--- config.mk ---
export PLATFORM = sky130hd
export DESIGN_NAME = iecdrv_rom_sched_flat
export DESIGN_NICKNAME = d
export VERILOG_FILES = /design/src/rtl/iecdrv_pkg.sv /design/src/rtl/iecdrv_rom_sched_if.sv /design/src/rtl/iecdrv_rom_mask.sv /design/src/rtl/iecdrv_rom_sched.sv /design/src/flat_wrapper.sv
export SDC_FILE = /design/constraint.sdc
export NUM_CORES = 1
export LEC_CHECK = 0
export CAP_MARGIN = 20
export CELL_PAD_IN_SITES_DETAIL_PLACEMENT = 0
export CELL_PAD_IN_SITES_GLOBAL_PLACEMENT = 1
export CORE_MARGIN = 2
export CORE_UTILIZATION = 25
export DETAILED_ROUTE_END_ITERATION = 8
export GPL_ROUTABILITY_DRIVEN = 0
export GPL_TIMING_DRIVEN = 1
export PLACE_DENSITY = 0.67
export SLEW_MARGIN = 20
export SYNTH_ARGS = -nofsm -noshare
export SYNTH_HDL_FRONTEND = slang
export SYNTH_SLANG_ARGS = --single-unit
--- constraint.sdc ---
create_clock -name clk -period 4.2 [get_ports clk]
set_clock_uncertainty 0.2 [all_clocks]
set_input_delay 0.84 -clock clk [delete_from_list [all_inputs] [get_ports clk]]
set_output_delay 0.84 -clock clk [all_outputs]
set_load 0.05 [all_outputs]
--- src/rtl/iecdrv_pkg.sv ---
// Shared types and the drive ROM address mask for the drive ROM fetch scheduler.
// The mask covers the low 15 address bits; wider addresses pass their upper bits through.
package iecdrv_pkg;

  localparam int ROM_MASK_W = 15;
  localparam int IDX_W      = 2;   // enough for up to 4 drive requesters

  typedef enum logic [1:0] {
    IDLE  = 2'd0,
    SERVE = 2'd1,
    HOST  = 2'd2,
    DRAIN = 2'd3
  } state_e;

  // One-deep record of which drive owns the byte arriving on mem_q next cycle.
  typedef struct packed {
    logic             vld;
    logic [IDX_W-1:0] idx;
  } tag_t;

  // A14 exists only on 32K ROMs; A13 exists on 16K+ ROMs or when the standard ROM is selected.
  function automatic logic [ROM_MASK_W-1:0] rom_mask(input logic [ROM_MASK_W-1:0] a,
                                                     input logic [1:0]            rom_sz,
                                                     input logic                  stdrom);
    return {a[14] & rom_sz[1], a[13] & (rom_sz[0] | stdrom), a[12:0]};
  endfunction

endpackage

--- src/rtl/iecdrv_rom_sched_if.sv ---
// Host read port and shared synchronous ROM bus of the drive ROM scheduler.
// The scheduler uses the slave modport; the host/ROM side uses master.
interface iecdrv_rom_sched_if #(
  parameter int AW = 15
);
  logic          host_req;
  logic [AW-1:0] host_addr;
  logic [7:0]    host_data;
  logic          host_ack;
  logic [AW-1:0] mem_a;
  logic [7:0]    mem_q;

  modport slave (
    input  host_req, host_addr, mem_q,
    output host_data, host_ack, mem_a
  );

  modport master (
    output host_req, host_addr, mem_q,
    input  host_data, host_ack, mem_a
  );
endinterface

--- src/rtl/iecdrv_rom_mask.sv ---
// Combinational ROM-size address mask applied to drive fetch addresses.
module iecdrv_rom_mask
  import iecdrv_pkg::*;
#(
  parameter int AW = 15
) (
  input  logic [AW-1:0] addr_i,
  input  logic [1:0]    rom_sz,
  input  logic          stdrom,
  output logic [AW-1:0] addr_o
);

  always_comb begin
    addr_o                 = addr_i;
    addr_o[ROM_MASK_W-1:0] = rom_mask(addr_i[ROM_MASK_W-1:0], rom_sz, stdrom);
  end

endmodule

--- src/rtl/iecdrv_rom_sched.sv ---
// Time-multiplexes one synchronous drive ROM between NDR drive CPUs and a low-priority host
// read port; every ph2_f phase serves the requesting drives in index order, then one host read.
module iecdrv_rom_sched
  import iecdrv_pkg::*;
#(
  parameter int NDR = 2,
  parameter int AW  = 15
) (
  input  logic                   clk,
  input  logic                   reset,
  input  logic                   ph2_f,
  input  logic [1:0]             rom_sz,
  input  logic                   stdrom,
  input  logic [NDR-1:0]         drv_req,
  input  logic [NDR-1:0][AW-1:0] drv_addr,
  output logic [NDR-1:0][7:0]    drv_data,
  output logic [NDR-1:0]         drv_valid,
  output logic                   overrun,
  iecdrv_rom_sched_if.slave      bus
);

  state_e                 state_q, state_d;
  logic [NDR-1:0]         pend_q, pend_d;
  logic [NDR-1:0][AW-1:0] alat_q, alat_d;
  tag_t                   tag_q, tag_d;
  logic                   host_vld_q, host_vld_d;
  logic                   overrun_q, overrun_d;
  logic [AW-1:0]          mem_a_q, mem_a_d;
  logic [NDR-1:0][7:0]    drv_data_q, drv_data_d;
  logic [7:0]             host_data_q, host_data_d;

  logic                   sel_hit;
  logic [IDX_W-1:0]       sel_idx;
  logic [NDR-1:0]         sel_oh;
  logic [AW-1:0]          sel_addr;
  logic [AW-1:0]          drv_mem_a;
  logic                   host_go;
  state_e                 after_drv;

  // Lowest-index pending drive wins: scan downward so the last hit is the lowest.
  always_comb begin
    sel_hit  = 1'b0;
    sel_idx  = '0;
    sel_oh   = '0;
    sel_addr = '0;
    for (int i = NDR - 1; i >= 0; i--) begin
      if (pend_q[i]) begin
        sel_hit  = 1'b1;
        sel_idx  = IDX_W'(i);
        sel_oh   = NDR'(1) << i;
        sel_addr = alat_q[i];
      end
    end
  end

  iecdrv_rom_mask #(.AW(AW)) u_mask (
    .addr_i (sel_addr),
    .rom_sz (rom_sz),
    .stdrom (stdrom),
    .addr_o (drv_mem_a)
  );

  // A host read still waiting for its ack must not be issued twice.
  assign host_go   = bus.host_req && !host_vld_q;
  assign after_drv = host_go ? HOST : DRAIN;

  always_comb begin
    // NOTE: every signal written here gets a default first, so no path can infer a latch.
    state_d    = state_q;
    pend_d     = pend_q;
    alat_d     = alat_q;
    tag_d      = '0;
    host_vld_d = 1'b0;
    overrun_d  = overrun_q;
    mem_a_d    = mem_a_q;

    unique case (state_q)
      IDLE: ;
      SERVE: begin
        if (sel_hit) begin
          mem_a_d = drv_mem_a;
          tag_d   = '{vld: 1'b1, idx: sel_idx};
          pend_d  = pend_q & ~sel_oh;
        end
        if ((pend_q & ~sel_oh) == '0) state_d = after_drv;
      end
      HOST: begin
        mem_a_d    = bus.host_addr;
        host_vld_d = 1'b1;
        state_d    = DRAIN;
      end
      DRAIN: state_d = IDLE;
      default: state_d = IDLE;
    endcase

    // A new phase replaces any unissued requests; the in-flight tag is left to retire.
    if (ph2_f) begin
      if (state_q != IDLE) overrun_d = 1'b1;
      pend_d  = drv_req;
      alat_d  = drv_addr;
      state_d = (drv_req != '0) ? SERVE : after_drv;
    end
  end

  always_comb begin
    drv_data_d = drv_data_q;
    drv_valid  = '0;
    for (int i = 0; i < NDR; i++) begin
      if (tag_q.vld && tag_q.idx == IDX_W'(i)) begin
        drv_data_d[i] = bus.mem_q;
        drv_valid[i]  = 1'b1;
      end
    end
    host_data_d = host_vld_q ? bus.mem_q : host_data_q;
  end

  assign drv_data      = drv_data_d;
  assign overrun       = overrun_q;
  assign bus.mem_a     = mem_a_d;
  assign bus.host_ack  = host_vld_q;
  assign bus.host_data = host_data_d;

  // NOTE: sequential state uses non-blocking assignments so every flop samples pre-edge values.
  always_ff @(posedge clk or posedge reset) begin
    if (reset) begin
      state_q     <= IDLE;
      pend_q      <= '0;
      alat_q      <= '0;
      tag_q       <= '0;
      host_vld_q  <= 1'b0;
      overrun_q   <= 1'b0;
      mem_a_q     <= '0;
      drv_data_q  <= '1;
      host_data_q <= 8'hFF;
    end else begin
      state_q     <= state_d;
      pend_q      <= pend_d;
      alat_q      <= alat_d;
      tag_q       <= tag_d;
      host_vld_q  <= host_vld_d;
      overrun_q   <= overrun_d;
      mem_a_q     <= mem_a_d;
      drv_data_q  <= drv_data_d;
      host_data_q <= host_data_d;
    end
  end

endmodule

--- src/flat_wrapper.sv ---
// flat-port wrapper written by rule: the top's interface ports become plain ports
module iecdrv_rom_sched_flat import iecdrv_pkg::*;
#(
  parameter int NDR = 2,
  parameter int AW  = 15
)
  (clk, reset, ph2_f, rom_sz, stdrom, drv_req, drv_addr, drv_data, drv_valid, overrun, bus_host_req, bus_host_addr, bus_mem_q, bus_host_data, bus_host_ack, bus_mem_a);
  iecdrv_rom_sched_if #(.AW(AW)) bus_i ();
  input  logic clk;
  input  logic reset;
  input  logic ph2_f;
  input  logic [1:0] rom_sz;
  input  logic stdrom;
  input  logic [NDR-1:0] drv_req;
  input  logic [NDR-1:0][AW-1:0] drv_addr;
  output logic [NDR-1:0][7:0] drv_data;
  output logic [NDR-1:0] drv_valid;
  output logic overrun;
  input wire logic [$bits(bus_i.host_req)-1:0] bus_host_req;
  input wire logic [$bits(bus_i.host_addr)-1:0] bus_host_addr;
  input wire logic [$bits(bus_i.mem_q)-1:0] bus_mem_q;
  output wire logic [$bits(bus_i.host_data)-1:0] bus_host_data;
  output wire logic [$bits(bus_i.host_ack)-1:0] bus_host_ack;
  output wire logic [$bits(bus_i.mem_a)-1:0] bus_mem_a;
  assign bus_i.host_req = bus_host_req;
  assign bus_i.host_addr = bus_host_addr;
  assign bus_i.mem_q = bus_mem_q;
  assign bus_host_data = bus_i.host_data;
  assign bus_host_ack = bus_i.host_ack;
  assign bus_mem_a = bus_i.mem_a;
  iecdrv_rom_sched #(.NDR(NDR), .AW(AW)) u_core (.clk(clk), .reset(reset), .ph2_f(ph2_f), .rom_sz(rom_sz), .stdrom(stdrom), .drv_req(drv_req), .drv_addr(drv_addr), .drv_data(drv_data), .drv_valid(drv_valid), .overrun(overrun), .bus(bus_i));
endmodule
### Word-level counts from Yosys, hierarchy flattened

Index checks and enable logic that the tools add are counted.

* bits in registers: 78
* bits of input ports: 62
* logic and storage cells: 62

* equal/unequal tests: 5
* muxes and demuxes: 26
* bitwise operators: 5
* reductions and logical operators: 14

Operators by type and width (number)
* 2-to-1 mux 15 bit: 3
* one-hot mux 15 bit (2 select lines): 1
* 2-to-1 mux 8 bit: 3
* 2-to-1 mux 2 bit: 8
* 2-to-1 mux 1 bit: 8
* nonzero test 2 bit: 4
* 2-to-1 mux 3 bit: 2
* one-hot mux 2 bit (3 select lines): 1
* AND reduction 2 bit: 3
* equality test 2 x 1 -> 1 bit (second input constant): 2
* equality test 2 bit (second input constant): 2
* zero test 2 bit: 2
* nonzero test 4 bit: 1
* logical AND 1 bit: 3
* != test 3 x 2 -> 1 bit (second input constant): 1
* AND 1 bit: 2
* AND 2 bit: 1
* inverter 2 bit: 1
* zero test 1 bit: 1
* OR 1 bit: 1

### Longest topological paths before layout

Gate-level depths: netlist of run 1.

* depth after elaboration: 8
* mapped depth: 6
* depth with buffers taken out: 5

### Hierarchy

From an unflattened synthesis of run 1, not the netlist that was laid out.

* cells, all modules: 254
* area total of the unflattened synthesis: 3438.3 sq um

Modules (own cells, without submodules)
* iecdrv_rom_sched: times used 1, cells each 239, area an instance 3326.9 sq um
* iecdrv_rom_mask: times used 1, cells each 15, area an instance 111.4 sq um

### Worst setup path after synthesis of run 1

OpenSTA, ideal clock, no wires.

* path kind: reg2out
* from: register u_core.state_q[1]
* to: output port bus_mem_a[10]
* arrival: 1961 ps
* required time: 3160 ps
* path slack: 1199 ps
* cell stages (with the launch flop): 7
* buffers on the path: 1
* cells stage by stage: dfrtp_1 > inv_1 > ha_1 > and3b_4 > buf_6 > a222oi_1 > o2bb2ai_1

* longest elaborated chain between the ends: 2
* elaborated cells on any way between the ends: 3
* classes of those cells: 2 x eq/ne; 1 x mux

Ends and longest elaborated chain
* from (decl): RTL line iecdrv_rom_sched.sv:22 `state_e state_q, state_d;`
* from (signal assigned): RTL line iecdrv_rom_sched.sv:136 `state_q <= state_d;`
* equality test 2 bit / equality test 2 x 1 -> 1 bit (equally long branches): RTL line iecdrv_rom_sched.sv:77 `unique case (state_q)`
* one-hot mux 15 bit (2 select lines) (*): RTL line iecdrv_rom_sched.sv:77
* to (decl): RTL line flat_wrapper.sv:24 `output wire logic [$bits(bus_i.mem_a)-1:0] bus_mem_a;`

Every way passes the cells marked *; elsewhere a longest branch is shown, timed or not.

### Worst setup path in the final report of run 1

* from: register u_core.state_q[1]
* to: output port bus_mem_a[1]

Same word-level chain as after synthesis.

==> results.cfg, run 1 <==
[finish]
area_growth_pct = 45.79
diodes = 0
finalNetCount = 400
drive_above_1_share = 0.2988

[logic_synthesis]
yosysWarningCount = 0
synth.distinct_cells = 31
synthesis.nets = 295
ys_seq_elements = 77
syn_inst = 228
synth_area_per_cell_um2 = 14.21
netlist.area_leader.share = 0.4093
ys_top_cells_by_area = dfrtp_1, dfstp_2, mux2_2
synth_area_um2 = 3241
yosysSeqAreaShare = 0.6039
yosys.area.top_type = dfrtp_1

[grt]
grt_usage = 0.1202
grt_overflow = 0
grt_pass1_wl_um = 13090
antenna_found_initial = 0
grt_max_degree = 42
grt_pass1_vias = 2484

[sta]
setup_viol_count_final = 0
setup_ws_ns = 0.2190
final.period_utilization = 0.9479
final_max_slew_viol_count = 0
finalSetupTns_ns = 0
min_period_ns = 3.981
max_clock_freq_mhz = 251.2
grt_setup_unrepaired = no
hold_violations = 0
worst_pin_slew_ns = 0.9110
slew_headroom = 0.3926

[critical_path]
cp.required_ns = 3.16
r2r-start = u_core.state_q[0]$_DFFE_PP0P_
r2r_slack_ns = 2.10
path_class = flop to output port
startpoint = u_core.state_q[1]$_DFFE_PP0P_
r2r_end = u_core.state_q[1]$_DFFE_PP0P_
worstSetupEndpointType = output port
crit_chain = inv_1 -> ha_1 -> and2_1 -> a222oi_1 -> o2bb2ai_1 -> clkdlybuf4s50_1
path_max_fanout = 10
cpMaxStageDelayCell = clkdlybuf4s50_1
crit_path_start_kind = flop
reg2reg_depth = 5
slowest_delay_ns = 0.87
endpoint = bus_mem_a[1]
arrival_ns = 2.94

[floorplanning]
core_um2 = 12620
rows = 41
die_width_um = 117.9
io_pins = 105
die_area_um2 = 13890
fp.dieH_um = 117.9
start_util = 0.2568

[pwr]
power_frac_seq = 0.284
p_leak_nw = 1.900
p_int_w = 0.002197
max-vdd-ir-drop_mv = 0.3999
p_switching_w = 0.001798
switching_share = 0.4501
p_comb_frac = 0.532
power.density_nw_per_um2 = 845.7
power.share.clock = 0.184

[clocking]
clk_pin_slew_ns = 0.06
cts_tree = built
numCtsBuffers = 9
postCtsSetupBuffers = 0
postCtsHoldBufs = 0
cts-root-buf = clkbuf_16
clk_latency_ns = 0.33
cts_htree_levels = 3
clock_path_buffers = 2
cts_sinks = 77
ctsResizeCount = 0

[min_path]
min_path_type = flop to flop

[routing]
wl_per_cell_um = 15.86
vias_per_cell = 4.406
drt_iter0_drc = 128
firstDrtPassIters = 5
vias = 2247
drt-total-wl_um = 8089
drtAntennaViolNets = 0
drcViolationCount = 0

[placement]
dpl.hpwl_um = 5526
port-buffer-count = 104
dp_worst_setup_slack_ns = 0.5013

[flow_run]
cap_viol_max_count = 0

[outcome]
status = finished clean
-- logic make-up (layout without fill, tap and decap cells) --
kind of cell    Yosys count  count (layout)  synth area share
compound gates           40              40            0.1019
fa+ha+maj                 5               5           0.01931
buf+inv                  20             130           0.03127
flops                    77              77            0.6039
mux                      55              55            0.1907
simple gates             31              31           0.05289
-- flip-flops by register name, summed over array words and instances, names as in the netlist --
| name | flops |
|---|---|
| u_core.host_data_q | 8 |
| u_core.pend_q | 2 |
| u_core.drv_data_q | 16 |
| u_core.alat_q | 30 |
| u_core.mem_a_q | 15 |
| u_core.state_q | 2 |
| u_core.bus.host_ack | 1 |
| u_core.overrun | 1 |
| u_core.tag_q | 2 |
-- per-layer routing --
metal  up-vias  global-route usage  wire (µm)
met5         -                   0          0
li1       1046                   -          -
met3         7             0.04167        519
met1      1118              0.1461       3539
met2        76              0.1988       3931
met4         0             0.04066         99
-- layout by cell type, fill, tap and decap left out, types with 3 or more instances in the layout --
cell type	n
nand2_1	9
mux2_2	54
nand2b_1	3
o2bb2ai_1	10
a221o_1	5
a222oi_1	10
clkdlybuf4s50_1	102
ha_1	5
a21oi_1	7
inv_1	5
buf_4	3
and2_1	4
dfstp_2	24
dfrtp_1	53
nand3b_1	4
clkbuf_16	9
inv_6	3
nor2_1	4
-- synthesized netlist by cell type, drive strengths merged --
cell type	instances
a211o	1
a21o	1
a21oi	7
a221o	5
a222oi	10
and2	4
and3	1
and3b	1
buf	11
clkbuf	2
clkinv	1
dfrtp	53
dfstp	24
ha	5
inv	6
mux2	54
mux2i	1
nand2	9
nand2b	3
nand3	1
nand3b	4
nor2	4
nor2b	2
nor4	1
o21a	2
o21ai	3
o2bb2ai	10
o31ai	1
or3	1
-- cell type report --
type,count,area [µm²]
Clock buffer,9,225.2
Clock inverter,7,56.30
Fill cell,1251,7895
Inverter,7,27.53
Multi-Input combinational cell,131,1182
Sequential cell,77,1957
Tap cell,172,215.2
Timing Repair Buffer,107,1061
-- worst min path at each step --
| stage | to | depth (start not counted) | start |
|---|---|---|---|
| final | u_core.overrun$_DFFE_PP0P_ | 1 | u_core.overrun$_DFFE_PP0P_ |
| after detailed placement | u_core.overrun$_DFFE_PP0P_ | 1 | u_core.overrun$_DFFE_PP0P_ |
| after CTS | u_core.overrun$_DFFE_PP0P_ | 1 | u_core.overrun$_DFFE_PP0P_ |
| after global placement | u_core.overrun$_DFFE_PP0P_ | 1 | u_core.overrun$_DFFE_PP0P_ |
| after floorplan | u_core.alat_q[14]$_DFFE_PP0P_ | 1 | u_core.alat_q[14]$_DFFE_PP0P_ |
| after global routing | u_core.overrun$_DFFE_PP0P_ | 1 | u_core.overrun$_DFFE_PP0P_ |
-- power by group through the flow --
| stage | registers, W | logic [W] | clock network (W) |
|---|---|---|---|
| final | 0.00113 | 0.00213 | 0.000737 |
| after global routing | 0.00116 | 0.00224 | 0.000797 |
| after CTS | 0.00114 | 0.00216 | 0.000762 |
| after detailed placement | 0.00115 | 0.00215 | 0 |
| after global placement | 0.00114 | 0.00214 | 0 |
| after floorplan | 0.00112 | 0.00148 | 0 |
-- worst max-delay path, delay by kind of cell (launching register included) --
family / cells / cell delay [ns]
AO/OA/AOI/OAI: 2 / 0.43
AND/OR/NAND/NOR: 1 / 0.48
flip-flops: 1 / 0.42
adder cells (fa/ha/maj): 1 / 0.29
buffers and inverters: 2 / 0.98
-- metrics by stage --
step,hold slack [ns],std cells,power (W),util,instance area (µm²)
3_3_place_gp,0.2609,494,0.003279,0.3519,4441
6_report,0.2691,510,0.003996,0.3744,4725
3_5_place_dp,0.2726,494,0.003297,0.3519,4441
4_1_cts,0.2832,510,0.004056,0.3742,4722
2_1_floorplan,0.2720,228,0.002595,-,3241
5_1_grt,0.2947,510,0.004189,0.3744,4725
Power figures use the tool's default switching activity.
==> run 2: changes to the inputs <==
--- a/config.mk
+++ b/config.mk
@@ -8,7 +8,7 @@
 export CAP_MARGIN = 20
 export CELL_PAD_IN_SITES_DETAIL_PLACEMENT = 0
 export CELL_PAD_IN_SITES_GLOBAL_PLACEMENT = 1
-export CORE_MARGIN = 2
+export CORE_MARGIN = 1
 export CORE_UTILIZATION = 25
 export DETAILED_ROUTE_END_ITERATION = 8
 export GPL_ROUTABILITY_DRIVEN = 0
==> results.cfg, run 2 (synthesized netlist as in run 1, its figures left out) <==
[critical_path]
crit_path_start_kind = flop
reg2reg_depth = 5
path_max_fanout = 10
worstSetupEndpointType = output port
cp.required_ns = 3.16
arrival_ns = 2.93
path_class = flop to output port

[grt]
antenna_found_initial = 0
grt_usage = 0.1294
grt_pass1_vias = 2481
grt_pass1_wl_um = 12890
grt_max_degree = 42
grt_overflow = 0

[routing]
drt-total-wl_um = 8012
vias = 2300
firstDrtPassIters = 4
drtAntennaViolNets = 0
drt_iter0_drc = 180
drcViolationCount = 0
vias_per_cell = 4.501
wl_per_cell_um = 15.68

[placement]
dp.cells = 495
placed_area_um2 = 4448
dpl.hpwl_um = 5570
port-buffer-count = 104

[sta]
final_max_slew_viol_count = 0
slew_headroom = 0.4016
finalSetupTns_ns = 0
min_period_ns = 3.968
grt_setup_unrepaired = no
worst_pin_slew_ns = 0.8976
setup_viol_count_final = 0
hold_violations = 0
max_clock_freq_mhz = 252.0
final.period_utilization = 0.9448

[floorplanning]
fp.dieH_um = 115.9
io_pins = 105
start_util = 0.2568
rows = 41
die_width_um = 115.9
die_area_um2 = 13420
core_um2 = 12620

[pwr]
power.share.clock = 0.193
p_int_w = 0.002266
max-vdd-ir-drop_mv = 0.4774
total_power_w = 0.004036
p_switching_w = 0.001769
switching_share = 0.4384
p_comb_frac = 0.529
power.density_nw_per_um2 = 849.4
p_leak_nw = 1.918
power_frac_seq = 0.279

[clocking]
cts-root-buf = clkbuf_16
cts_tree = built
clock_path_buffers = 2
cts_htree_levels = 3
numCtsBuffers = 9
clk_latency_ns = 0.33
postCtsHoldBufs = 0
clk_pin_slew_ns = 0.06
cts_sinks = 77

[finish]
drive_above_1_share = 0.2979
largest_register = u_core.alat_q
layout_common_cells = clkdlybuf4s50_1, mux2_2, dfrtp_1
design_area_um2 = 4751
reg.largest.list = u_core.alat_q (30), u_core.drv_data_q (16), u_core.mem_a_q (15)
area_growth_pct = 46.60
fin_cells = 511
final_common_cell = clkdlybuf4s50_1
diodes = 0
finalNetCount = 401
largest_register_ffs = 30

[flow_run]
cap_viol_max_count = 0

[min_path]
min_path_type = flop to flop
min_path_cells = 1

[outcome]
status = finished clean
## run 2: cell type report
| cell class | instances | area (µm²) |
|---|---|---|
| clock inverters | 6 | 61.31 |
| repair buffers | 108 | 1069 |
| flip-flops and latches | 77 | 1957 |
| inverters | 7 | 27.53 |
| multi-input cells | 131 | 1182 |
| clock buffers | 10 | 239.0 |
| fillers | 1263 | 7869 |
| well taps | 172 | 215.2 |
## run 2: worst max-delay path: stages (launching register included)
cell and delay [ns]:
dfrtp_1 0.41, inv_1 0.11, ha_1 0.30, and2_1 0.47
a222oi_1 0.20, o2bb2ai_1 0.24, clkdlybuf4s50_1 0.86
## run 2: per-layer routing
layer | part of all wire | track usage | vias up
met2 | 0.50 | 0.2198 | 90
met4 | 0.011 | 0.05641 | 0
met5 | 0 | 0 | -
met1 | 0.42 | 0.1479 | 1151
li1 | - | - | 1054
met3 | 0.068 | 0.04393 | 5
## run 2: repair_timing
item                                    CTS  global route
resized for setup                         0             1
endpoints found under the setup margin    0             1
buffers inserted                          0             0
hold endpoints to repair                  0             0
## run 2: final timing paths
path / from / endpoint / slack, ns
worst max-delay path: u_core.state_q[1]$_DFFE_PP0P_ / bus_mem_a[1] / 0.23
worst min-delay path: u_core.overrun$_DFFE_PP0P_ / u_core.overrun$_DFFE_PP0P_ / 0.26
worst max register to register: u_core.state_q[0]$_DFFE_PP0P_ / u_core.state_q[1]$_DFFE_PP0P_ / 2.11
worst min register to register: u_core.overrun$_DFFE_PP0P_ / u_core.overrun$_DFFE_PP0P_ / 0.26
max in group asynchronous: reset / u_core.alat_q[28]$_DFFE_PP0P_ / 2.42
min in group asynchronous: reset / u_core.drv_data_q[4]$_DFF_PP1_ / 0.89
## run 2: metrics by stage
step	setup slack, ns	hold slack (ns)	util
finish	0.2319	0.2586	0.3765
detailed placement	0.5473	0.2588	0.3525
global placement	0.5988	0.2560	0.3525
global route	0.02091	0.2964	0.3765
floorplan	1.199	0.2720	-
CTS	0.1734	0.2702	0.3763
## run 2: power by group through the flow
stage          sequential [W]  combinational [W]  clock (W)
4_1_cts               0.00113            0.00216   0.000808
3_3_place_gp          0.00114            0.00214          0
5_1_grt               0.00115            0.00225   0.000840
6_report              0.00113            0.00213   0.000777
2_1_floorplan         0.00112            0.00148          0
3_5_place_dp          0.00114            0.00215          0
